**src/rtl/crop_burst_scheduler.sv**
```systemverilog
// Crop-window burst scheduler: tracks frame position of each camera beat, latches the crop
// origin at frame start and forwards only bursts overlapping the window, with keep mask and framing.
module crop_burst_scheduler #(
  parameter int PIXEL_BIT_WIDTH  = 16,
  parameter int PIXELS_PER_BURST = 16,
  parameter int USER_WIDTH       = 4,
  parameter int IN_ROWS          = 100,
  parameter int IN_COLS          = 160,
  parameter int OUT_ROWS         = 48,
  parameter int OUT_COLS         = 48
) (
  input  logic                                        clk,
  input  logic                                        srst,
  input  logic                                        s_axis_tvalid,
  output logic                                        s_axis_tready,
  input  logic [PIXEL_BIT_WIDTH*PIXELS_PER_BURST-1:0] s_axis_tdata,
  input  logic [USER_WIDTH-1:0]                       s_axis_tuser,
  input  logic [$clog2(IN_COLS)-1:0]                  crop_x0,
  input  logic [$clog2(IN_ROWS)-1:0]                  crop_y0,
  output logic                                        m_axis_tvalid,
  input  logic                                        m_axis_tready,
  output logic [PIXEL_BIT_WIDTH*PIXELS_PER_BURST-1:0] m_axis_tdata,
  output logic [PIXELS_PER_BURST-1:0]                 m_axis_tkeep,
  output logic [USER_WIDTH-1:0]                       m_axis_tuser,
  output logic                                        frame_done,
  output logic                                        err_sof_mid,
  output logic                                        err_line_len
);

  localparam int PPB = PIXELS_PER_BURST;
  localparam int DW  = PIXEL_BIT_WIDTH * PPB;
  localparam int NB  = IN_COLS / PPB;
  localparam int BW  = (NB > 1) ? $clog2(NB) : 1;
  localparam int XW  = $clog2(IN_COLS);
  localparam int RW  = $clog2(IN_ROWS);
  localparam int CW  = $clog2(IN_COLS + PPB) + 1;
  localparam int RCW = $clog2(IN_ROWS + OUT_ROWS) + 1;

  localparam logic [BW-1:0]  LAST_B   = BW'(NB - 1);
  localparam logic [RCW-1:0] LAST_ROW = RCW'(IN_ROWS - 1);
  localparam logic [CW-1:0]  MAX_X0   = CW'(IN_COLS - OUT_COLS);
  localparam logic [RCW-1:0] MAX_Y0   = RCW'(IN_ROWS - OUT_ROWS);

  typedef enum logic {IDLE, ACTIVE} state_t;

  state_t          state_q, state_d;
  logic [XW-1:0]   x0s_q;
  logic [RW-1:0]   y0s_q;
  logic [BW-1:0]   bcnt_q;
  logic [RW-1:0]   row_q;

  logic            accept, sof, eol, evaluate, kept, frame_end;
  logic [CW-1:0]   x0_new, x0_e, c;
  logic [RCW-1:0]  y0_new, y0_e, row_e;
  logic [BW-1:0]   bcnt_e;
  logic [PPB-1:0]  keep_vec;
  logic [USER_WIDTH-1:0] user_vec;
  logic            unused_user;

  assign s_axis_tready = !m_axis_tvalid || m_axis_tready;
  assign unused_user   = ^{s_axis_tuser[USER_WIDTH-1:3], s_axis_tuser[1]};

  // A frame-start beat is evaluated as row 0 burst 0 against the origin being latched now.
  // NOTE: every always_comb output gets a default first so no path can infer a latch.
  always_comb begin
    accept   = s_axis_tvalid && s_axis_tready;
    sof      = s_axis_tuser[0];
    eol      = s_axis_tuser[2];
    x0_new   = (CW'(crop_x0) > MAX_X0) ? MAX_X0 : CW'(crop_x0);
    y0_new   = (RCW'(crop_y0) > MAX_Y0) ? MAX_Y0 : RCW'(crop_y0);
    x0_e     = sof ? x0_new : CW'(x0s_q);
    y0_e     = sof ? y0_new : RCW'(y0s_q);
    row_e    = sof ? '0 : RCW'(row_q);
    bcnt_e   = sof ? '0 : bcnt_q;
    evaluate = sof || (state_q == ACTIVE);
    c        = CW'(bcnt_e) * CW'(PPB);
    kept     = evaluate
            && (row_e >= y0_e) && (row_e <= y0_e + RCW'(OUT_ROWS - 1))
            && (c <= x0_e + CW'(OUT_COLS - 1)) && (c + CW'(PPB - 1) >= x0_e);
    for (int i = 0; i < PPB; i++) begin
      keep_vec[i] = (c + CW'(i) >= x0_e) && (c + CW'(i) <= x0_e + CW'(OUT_COLS - 1));
    end
    user_vec    = '0;
    user_vec[0] = (c <= x0_e) && (row_e == y0_e);
    user_vec[2] = (c + CW'(PPB - 1) >= x0_e + CW'(OUT_COLS - 1));
    user_vec[3] = user_vec[2] && (row_e == y0_e + RCW'(OUT_ROWS - 1));
    frame_end   = accept && evaluate && eol && (row_e == LAST_ROW);

    state_d = state_q;
    if (accept && evaluate) begin
      state_d = frame_end ? IDLE : ACTIVE;
    end
  end

  // NOTE: sequential state uses non-blocking assignments so every register samples pre-edge values.
  always_ff @(posedge clk) begin
    if (srst) begin
      state_q <= IDLE;
    end else begin
      state_q <= state_d;
    end
  end

  always_ff @(posedge clk) begin
    if (srst) begin
      x0s_q        <= '0;
      y0s_q        <= '0;
      bcnt_q       <= '0;
      row_q        <= '0;
      frame_done   <= 1'b0;
      err_sof_mid  <= 1'b0;
      err_line_len <= 1'b0;
    end else begin
      frame_done <= frame_end;
      if (accept && sof) begin
        x0s_q <= XW'(x0_new);
        y0s_q <= RW'(y0_new);
        if (state_q == ACTIVE) err_sof_mid <= 1'b1;
      end
      if (accept && evaluate) begin
        if (eol) begin
          bcnt_q <= '0;
          row_q  <= (row_e == LAST_ROW) ? '0 : RW'(row_e + RCW'(1));
        end else begin
          row_q <= RW'(row_e);
          if (bcnt_e == LAST_B) begin
            bcnt_q       <= bcnt_e;
            err_line_len <= 1'b1;
          end else begin
            bcnt_q <= bcnt_e + BW'(1);
          end
        end
      end
    end
  end

  // Single output register; the slot is free whenever s_axis_tready is high.
  always_ff @(posedge clk) begin
    if (srst) begin
      m_axis_tvalid <= 1'b0;
      m_axis_tdata  <= '0;
      m_axis_tkeep  <= '0;
      m_axis_tuser  <= '0;
    end else if (accept) begin
      m_axis_tvalid <= kept;
      if (kept) begin
        m_axis_tdata <= s_axis_tdata;
        m_axis_tkeep <= keep_vec;
        m_axis_tuser <= user_vec;
      end
    end else if (m_axis_tready) begin
      m_axis_tvalid <= 1'b0;
    end
  end

endmodule
```
**config.mk**
```make
export PLATFORM = sky130hd
export DESIGN_NAME = crop_burst_scheduler
export DESIGN_NICKNAME = d
export VERILOG_FILES = /design/src/rtl/crop_burst_scheduler.sv
export SDC_FILE = /design/constraint.sdc
export NUM_CORES = 1
export LEC_CHECK = 0
export ABC_AREA = 1
export CAP_MARGIN = 20
export CORE_AREA = 2 2 218 220
export CTS_CLUSTER_SIZE = 8
export DETAILED_ROUTE_END_ITERATION = 16
export DIE_AREA = 0 0 220 222
export PLACE_DENSITY = 0.7
export SYNTH_ARGS = -nofsm -noshare
export SYNTH_HDL_FRONTEND = slang
export SYNTH_SLANG_ARGS = --single-unit
```
**constraint.sdc**
```tcl
create_clock -name clk -period 6.9 [get_ports clk]
set_input_delay 0.69 -clock clk [delete_from_list [all_inputs] [get_ports clk]]
set_output_delay 0.69 -clock clk [all_outputs]
set_load 0.005 [all_outputs]
```
==> run_results.csv, run 1 <==
group,metric,value,unit
logic_synthesis,synth_area_leaders,"dfxtp_1, nand2_1, nor2_1",
logic_synthesis,ys_types,43,
finish,multiInputGateArea,6360,um^2
routing,wl_met2,21000,um
sta,setup_viol,0,
placed_design,hpwl,32100,um
clock_tree,cts_made_buffers,44,
sta,final-hold-violation-count,0,
finish,fill_cells,4730,
setup_path,startpoint_type,"input pin",
clock_tree,clock_latency,0.55,ns
finish,instances_no_fill,3392,
setup_path,critical_path_cell_count,21,
pwr,powerDensity,193,nW/um^2
sta,period_needed,4.89,ns
run_status,status,"completed",
routing,routed_wl,44600,um
logic_synthesis,netlist_instances,2271,
setup_path,path_cells,"clkdlybuf4s50_1 -> or2_1 -> nand2_1 -> ha_1 -> nand3_1 -> nand2_1 -> nand2_1 -> xor2_1 -> ha_1 -> nand2_1 -> inv_1 -> nand2_1 -> nor2_1 -> nand3_2 -> nor2_2 -> nand2_1 -> nand2_2 -> nand3_4 -> buf_12 -> nor2_1 -> nor2_1",
placed_design,gp_congestion,0.887,
setup_path,critPathTopFamily,"simple AND/OR/NAND/NOR gates",
finish,syn_to_final_growth,47.5,%
sta,finalMaxSlewViolations,0,
sta,slew_headroom,0.357,
logic_synthesis,synth_edf_count,0,
clock_tree,cts_tree,"built",
global_routing,antenna_found_initial,2,
floorplanning,die-area,48800,um^2
finish,drive_gt1_frac,0.0313,
floorplanning,start_util,0.314,
logic_synthesis,yosysMostFrequentCell,"nand2_1",
sta,rsz0062_at_grt,"false",
sta,tns,0,ns
logic_synthesis,syn_nets,2583,
routing,dr.first_iter.drc_count,884,
sta,worstMarginPinSlew,0.964,ns
logic_synthesis,syn-cell-area,14500,um^2
routing,vias_per_cell,4.17,
global_routing,overflow,0,
logic_synthesis,synth_area_per_cell,6.40,um^2
logic_synthesis,synth_largest_area_cell,"dfxtp_1",
global_routing,track_usage,0.175,
min_path,hold-path-cell-count,2,
placed_design,dp.cells,3339,
global_routing,grt_pass1_wl,68500,um
clock_tree,h-tree-depth,2,
sta,post-route-period-util,0.709,
finish,utilization,0.464,
setup_path,critPathBufInv,3,
setup_path,end_kind,"flip-flop",
pwr,total_power,4.15,mW
setup_path,path_class,"in2reg",
logic_synthesis,synth_warnings,0,
routing,wl_met1,18500,um
routing,routed-via-count,14136,
logic_synthesis,synth-seq-cells,306,
floorplanning,rows,79,
clock_tree,postCtsSetupBuffers,0,
sta,fmaxAchievable,205,MHz
placed_design,portBuffers,556,
clock_tree,cts_root_buf,"clkbuf_16",
setup_path,cpMostUsedCell,"nand2_1",
logic_synthesis,async_reset_ff_frac,0,
routing,dr.pass1.iters,5,
setup_path,cp_max_fo,192,
logic_synthesis,yosysTopAreaCellShare,0.421,
routing,wl_met3,3880,um
sta,skew,0.0106,ns
routing,remaining_drc_errors,0,
clock_tree,cts_buffer_depth,3,
pwr,cellLeakagePower,10.5,nW
min_path,hold_path_class,"reg2reg",
clock_tree,cts.sinks,306,
setup_path,crit_slowest_cell,"clkdlybuf4s50_1",
clock_tree,clk_pin_slew,0.05,ns
global_routing,grt_pass1_vias,12781,
logic_synthesis,synth_common_cells,"nand2_1, nor2_1, inv_1",
clock_tree,cts_resized,0,
global_routing,grt_max_degree,216,
routing,wl_per_cell,13.2,um
floorplanning,io_pins,560,
floorplanning,die_y,222,um
routing,dr.max_layer_used,"met5",
logic_synthesis,ys_seq_area_frac,0.421,
routing,antenna_left,0,
setup_path,cp_data_arrival_time,5.31,ns
floorplanning,die_w,220,um
setup_path,critPathMaxStageDelay,0.76,ns
setup_path,reg2reg_depth,20,
finish,seqCellArea,6130,um^2
finish,nets,3090,
setup_path,crit_required,7.33,ns
run,max_cap_viol_count,0,
clock_tree,cts_hold_buf,0,
pwr,peakVddDrop,0.000165,V
logic_synthesis,synth_ff_type,"dfxtp_1",
floorplanning,coreArea,46300,um^2
==> flip-flops by register name, indices dropped and copies added (netlist names) <==
register	flops
row_q	7
m_axis_tvalid	1
state_q	1
m_axis_tdata	256
err_line_len	1
x0s_q	8
frame_done	1
err_sof_mid	1
bcnt_q	4
m_axis_tkeep	16
y0s_q	7
m_axis_tuser	3
==> layout by cell type, fill, tap and decap left out, types with 6 or more instances in the layout <==
| master | n |
|---|---|
| a21oi_1 | 51 |
| clkbuf_16 | 46 |
| clkdlybuf4s50_1 | 556 |
| dfxtp_1 | 306 |
| ha_1 | 33 |
| inv_1 | 343 |
| inv_2 | 10 |
| nand2_1 | 675 |
| nand2_2 | 6 |
| nand3_1 | 42 |
| nand4_1 | 9 |
| nor2_1 | 600 |
| nor3_1 | 7 |
| o21ai_0 | 28 |
| xor2_1 | 10 |
==> worst min-delay path, delay by kind of cell (launching register included) <==
family | cells | cell delay, ns
flops | 1 | 0.31
compound gates | 1 | 0.05
buf+inv | 1 | 0.05
==> final cells by class <==
class,count,area share
timing repair buffer,564,0.265
clock inverter,2,0.000991
clock buffer,49,0.0542
tap,607,0.0354
inverter,355,0.0625
multi-input combinational,1507,0.297
antenna,2,0.000233
sequential,306,0.286
==> kinds of logic after synthesis <==
family	Yosys count	synth area share
compound gates	105	0.0398
xor+xnor	11	0.00662
fa+ha+maj	33	0.0284
buf+inv	458	0.141
flops	306	0.421
other cells	1	0.000258
simple gates	1357	0.362
==> per-layer routing <==
metal / GRT usage / vias to the layer above
met1: 0.202 / 6005
li1: - / 7656
met4: 0.0643 / 2
met5: 0 / -
met3: 0.0542 / 74
met2: 0.301 / 399
==> per-stage QoR <==
stage / worst slack (ns) / area (um^2) / hold slack, ns
finish: 2.01 / 21500 / 0.453
global route: 1.63 / 21500 / 0.481
CTS: 2.15 / 21400 / 0.450
detailed placement: 1.59 / 20300 / 0.442
global placement: 1.61 / 20300 / 0.437
floorplan: 3.29 / 14500 / 0.436
==> worst paths after layout <==
check                            from                             end  slack, ns
max                   s_axis_tuser[0]  m_axis_tdata[205]$_SDFFE_PP0P_       2.01
min          err_sof_mid$_SDFFE_PP0P_        err_sof_mid$_SDFFE_PP0P_       0.45
max reg2reg     x0s_q[0]$_SDFFE_PP0P_  m_axis_tdata[205]$_SDFFE_PP0P_       2.78
min reg2reg  err_sof_mid$_SDFFE_PP0P_        err_sof_mid$_SDFFE_PP0P_       0.45
==> power by group <==
group / leakage [nW] / total, mW / switching (mW) / internal (mW)
logic: 7.45 / 0.413 / 0.193 / 0.220
clock network: 0.581 / 1.93 / 0.765 / 1.17
registers: 2.47 / 1.80 / 0.0105 / 1.79
(Power assumes the default switching activity.)
==> inputs of run 2 (changes only) <==
Clock period 6.9 ns to 4.84 ns, I/O delays scaled along.
==> run 2 against run 1 <==
  * Routed wire length rose by 1.2%
  * Global-route usage increased by 0.12 points
  * Design area grew 1.3%
  * Clock skew grew 0.0053 ns
  * Register-to-register slack got worse by 1.5 ns
  * Critical path depth up 5
  * Utilization up 0.61 points
  * Worst setup slack worse by 0.97 ns
  * Count of clock-buffer cells in the layout did not move
  * Via count is 1.1% higher
  * Critical path type unchanged
  * Largest power group unchanged
==> run_results.csv, run 2 (synthesis results as in run 1) <==
group,metric,value,unit
run_status,status,"completed",
global_routing,grt_max_degree,79,
sta,rsz0062_at_grt,"false",
routing,dr.pass1.iters,5,
finish,drive_gt1_frac,0.0403,
finish,reg.largest.list,"m_axis_tdata (256), m_axis_tkeep (16), x0s_q (8)",
routing,wl_per_cell,13.2,um
floorplanning,die_y,222,um
clock_tree,clk_pin_slew,0.05,ns
setup_path,crit_required,5.28,ns
sta,slew_headroom,0.583,
finish,layout.cells.most_common,"nand2_1",
run,max_cap_viol_count,0,
clock_tree,h-tree-depth,2,
sta,post-route-period-util,0.785,
floorplanning,die_w,220,um
setup_path,startpoint_type,"input pin",
clock_tree,cts_resized,0,
routing,vias_per_cell,4.18,
clock_tree,cts.sinks,306,
routing,routed-via-count,14287,
clock_tree,postCtsSetupBuffers,0,
finish,instances_no_fill,3416,
pwr,cellLeakagePower,10.7,nW
global_routing,overflow,0,
finish,multiInputGateArea,6360,um^2
setup_path,end_kind,"flip-flop",
sta,finalMaxSlewViolations,0,
finish,post-route-cell-area,21700,um^2
global_routing,grt_pass1_vias,13237,
sta,final-hold-violation-count,0,
pwr,powerDensity,275,nW/um^2
routing,routed_wl,45200,um
pwr,total_power,5.97,mW
finish,final_cell_mix,"nand2_1, nor2_1, clkdlybuf4s50_1",
finish,largest_register,"m_axis_tdata",
global_routing,antenna_found_initial,3,
floorplanning,rows,79,
routing,dr.first_iter.drc_count,792,
clock_tree,cts_root_buf,"clkbuf_16",
clock_tree,clock_latency,0.55,ns
finish,fill_cells,4569,
sta,skew,0.0159,ns
floorplanning,die-area,48800,um^2
routing,antenna_left,0,
floorplanning,io_pins,560,
finish,nets,3114,
global_routing,grt_pass1_wl,69100,um
placed_design,placed_cell_area,20500,um^2
sta,period_needed,3.80,ns
clock_tree,cts_tree,"built",
sta,fmaxAchievable,263,MHz
min_path,hold_path_class,"reg2reg",
sta,tns,0,ns
clock_tree,cts_buffer_depth,3,
pwr,peakVddDrop,0.000229,V
placed_design,hpwl,33400,um
placed_design,portBuffers,556,
finish,largest_reg_flops,256,
floorplanning,coreArea,46300,um^2
global_routing,track_usage,0.176,
sta,worstMarginPinSlew,0.623,ns
clock_tree,cts_hold_buf,0,
setup_path,cp_data_arrival_time,4.24,ns
finish,seqCellArea,6130,um^2
sta,setup_viol,0,
setup_path,cp_max_fo,61,
setup_path,path_class,"in2reg",
placed_design,dp.cells,3363,
finish,syn_to_final_growth,49.4,%
clock_tree,cts_made_buffers,44,
floorplanning,start_util,0.314,
sta,timing.hold.ws,0.445,ns
placed_design,gp_congestion,0.884,
routing,remaining_drc_errors,0,
run 2: cell type report:
class / instances / share of cell area
clock buffer: 49 / 0.0549
antenna: 3 / 0.000345
sequential: 306 / 0.282
clock inverter: 1 / 0.000748
inverter: 355 / 0.0617
timing repair buffer: 588 / 0.273
tap: 607 / 0.0349
multi-input combinational: 1507 / 0.293
run 2: power breakdown:
| group | leakage (nW) | switching, mW | internal [mW] |
|---|---|---|---|
| logic | 7.59 | 0.274 | 0.322 |
| registers | 2.47 | 0.0152 | 2.55 |
| clock network | 0.595 | 1.10 | 1.71 |
| total | 10.7 | 1.39 | 4.58 |
run 2: per-layer routing:
metal	GRT usage	vias to the layer above	share of wire
met2	0.305	417	0.48
met3	0.0550	82	0.081
met5	0	-	0
met1	0.201	6085	0.41
met4	0.0678	0	0.030
li1	-	7703	-
run 2: through the flow:
step	utilization	setup slack, ns
after global routing	0.470	0.638
after global placement	0.444	0.494
after CTS	0.470	1.05
after detailed placement	0.444	0.462
final	0.470	1.04
after floorplan	-	1.43
run 2: path summary, 6_finish.rpt:
path                                  start                              to  slack [ns]  depth (start not counted)
setup / recovery                 crop_x0[4]  m_axis_tdata[176]$_SDFFE_PP0P_        1.04                         26
hold / removal    err_line_len$_SDFFE_PP0P_       err_line_len$_SDFFE_PP0P_        0.44                          2
setup reg to reg      x0s_q[1]$_SDFFE_PP0P_  m_axis_tdata[176]$_SDFFE_PP0P_        1.30                         21
hold reg to reg   err_line_len$_SDFFE_PP0P_       err_line_len$_SDFFE_PP0P_        0.44                          2
run 2: worst max-delay path, stage by stage:
cell,delay [ns]
clkdlybuf4s50_1,0.50
nand2_1,0.06
nor2_1,0.10
nand2_2,0.11
nand3_1,0.10
nand2_1,0.07
nand2_2,0.17
ha_1,0.25
nand3_1,0.14
nand2_1,0.10
nand2_1,0.06
xor2_1,0.15
ha_1,0.31
nand2_1,0.05
inv_1,0.04
nand2_1,0.07
nor2_1,0.12
nand3_2,0.10
nor2_2,0.21
nand2_1,0.10
nand2_2,0.12
nand3_4,0.10
buf_12,0.19
buf_12,0.21
nor2_1,0.17
nor2_1,0.06
==> inputs of run 3 (changes only) <==
Settings changed: PLACE_DENSITY 0.7 to 0.73.
Clock period 4.84 ns to 3.3 ns, I/O delays scaled along.
==> run 3 against run 2 <==
  * Flip-flop and latch count unchanged
  * Count of clock-buffer cells in the layout did not move
  * Clock skew grew 0.0050 ns
  * Critical path type is now reg2reg
  * Largest cell class is now buffers
  * Highest routed layer unchanged
==> run_results.csv, run 3 (synthesis results as in run 1) <==
group,metric,value,unit
routing,dr.pass1.iters,5,
global_routing,track_usage,0.180,
routing,antenna_left,0,
floorplanning,die_w,220,um
setup_path,crit_required,3.79,ns
pwr,pwr-share-clk,0.454,
sta,finalMaxSlewViolations,0,
placed_design,hpwl,34800,um
floorplanning,coreArea,46300,um^2
setup_path,path_cells,"or2_2 -> o21ai_4 -> ha_2 -> xor2_1 -> ha_1 -> a21oi_2 -> o21ai_1 -> a21o_1 -> a21oi_1 -> o21ai_1 -> nand4_1 -> nand3_4 -> buf_12 -> buf_12 -> buf_12 -> buf_12 -> nand2_2 -> nand2_1 -> nor2_1",
finish,seqCellArea,6130,um^2
routing,routed_wl,47800,um
setup_path,cp_data_arrival_time,3.64,ns
sta,period_needed,3.15,ns
global_routing,grt_pass1_wl,70900,um
clock_tree,cts_hold_buf,0,
setup_path,cpMostUsedCell,"buf_12",
global_routing,overflow,0,
setup_path,crit_slowest_cell,"or2_2",
setup_path,critPathBufInv,4,
pwr,cellLeakagePower,11.6,nW
pwr,peakVddDrop,0.000374,V
setup_path,critPathTopFamily,"simple AND/OR/NAND/NOR gates",
floorplanning,die-area,48800,um^2
clock_tree,cts_root_buf,"clkbuf_16",
placed_design,gp_congestion,0.915,
pwr,combPwrFrac,0.120,
floorplanning,start_util,0.314,
finish,multiInputGateArea,6560,um^2
clock_tree,h-tree-depth,2,
finish,largest_register,"m_axis_tdata",
clock_tree,cts_tree,"built",
sta,slew_headroom,0.513,
clock_tree,clk_pin_slew,0.06,ns
routing,remaining_drc_errors,0,
placed_design,pre_cts_slack,-0.588,ns
setup_path,cp_max_fo,7,
routing,routed-via-count,15132,
pwr,total_power,8.85,mW
finish,final_cell_mix,"nand2_1, nor2_1, clkdlybuf4s50_1",
run,max_cap_viol_count,0,
pwr,switching_share,0.240,
sta,final-hold-violation-count,0,
placed_design,portBuffers,556,
pwr,pwr-share-seq,0.426,
pwr,switchingPower,2.12,mW
floorplanning,die_y,222,um
pwr,p_int,6.73,mW
run_status,status,"completed",
clock_tree,cts_made_buffers,44,
routing,wl_per_cell,13.5,um
setup_path,critPathMaxStageDelay,0.32,ns
finish,drive_gt1_frac,0.0978,
min_path,hold_path_class,"in2reg",
floorplanning,io_pins,560,
finish,nets,3252,
finish,reg.largest.list,"m_axis_tdata (256), m_axis_tkeep (16), x0s_q (8)",
setup_path,end_kind,"flip-flop",
global_routing,grt_max_degree,117,
finish,post-route-cell-area,23400,um^2
clock_tree,clock_latency,0.56,ns
placed_design,placed_cell_area,21500,um^2
routing,dr.first_iter.drc_count,704,
clock_tree,cts_buffer_depth,3,
global_routing,grt_pass1_vias,13764,
finish,fill_cells,4409,
finish,syn_to_final_growth,60.7,%
routing,vias_per_cell,4.26,
sta,skew,0.0209,ns
sta,rsz0062_at_grt,"true",
finish,layout.cells.most_common,"nand2_1",
global_routing,antenna_found_initial,3,
setup_path,path_class,"reg2reg",
sta,post-route-period-util,0.953,
sta,fmaxAchievable,318,MHz
setup_path,startpoint_type,"flip-flop",
finish,largest_reg_flops,256,
sta,setup_viol,0,
pwr,powerDensity,379,nW/um^2
clock_tree,cts.sinks,306,
sta,worst_slack,0.155,ns
floorplanning,rows,79,
sta,worstMarginPinSlew,0.730,ns
[run 3: per-layer routing]
metal | track usage | wire length (um)
met5 | 0 | 0
met4 | 0.0714 | 1390
met3 | 0.0484 | 3770
met2 | 0.311 | 23100
met1 | 0.210 | 19600
[run 3: stage by stage]
step                      utilization  hold slack (ns)  cells  TNS (ns)
after floorplan                     -            0.436   2271         0
after global placement          0.465            0.439   3480   -129.29
after detailed placement        0.465            0.443   3480   -139.43
after CTS                       0.491            0.318   3532         0
after global routing            0.505            0.116   3556    -0.723
final                           0.505            0.120   3556         0
[run 3: path summary, 6_finish.rpt]
check / start / end / slack, ns / depth (start not counted)
max reg2reg: y0s_q[0]$_SDFFE_PP0P_ / m_axis_tdata[232]$_SDFFE_PP0P_ / 0.15 / 19
min: crop_y0[4] / y0s_q[4]$_SDFFE_PP0P_ / 0.12 / 3
min reg2reg: err_line_len$_SDFFE_PP0P_ / err_line_len$_SDFFE_PP0P_ / 0.45 / 2
max: y0s_q[0]$_SDFFE_PP0P_ / m_axis_tdata[232]$_SDFFE_PP0P_ / 0.15 / 19
[run 3: worst register-to-register path, cell delays in order, from the launching register on]
cell and delay, ns:
dfxtp_1 0.30, or2_2 0.32, o21ai_4 0.09, ha_2 0.22
xor2_1 0.16, ha_1 0.27, a21oi_2 0.14, o21ai_1 0.07
a21o_1 0.16, a21oi_1 0.15, o21ai_1 0.08, nand4_1 0.16
nand3_4 0.17, buf_12 0.18, buf_12 0.14, buf_12 0.15
buf_12 0.12, nand2_2 0.04, nand2_1 0.05, nor2_1 0.12
[run 3: area by class of cell]
class	count	share of cell area
inverters	355	0.0574
well taps	607	0.0325
clock inverters	3	0.00193
flip-flops and latches	306	0.262
multi-input cells	1507	0.281
clock buffers	49	0.0483
diodes	3	0.000321
repair buffers	726	0.317
[run 3: power groups by stage]
stage	clock, mW	combinational [mW]	sequential [mW]
after floorplan	0	0.369	3.84
after global placement	0	0.995	3.84
after detailed placement	0	0.997	3.84
after CTS	4.15	1.01	3.77
after global routing	4.27	1.16	3.77
final	4.02	1.06	3.77
[run 3: what timing repair did]
action                                 in CTS  in global routing
pin swaps                                   0                 47
setup buffers                               0                 11
resized for setup                           1                 86
endpoints found under the hold margin       0                  0
setup endpoints to repair                   1                276
gates cloned                                0                 10
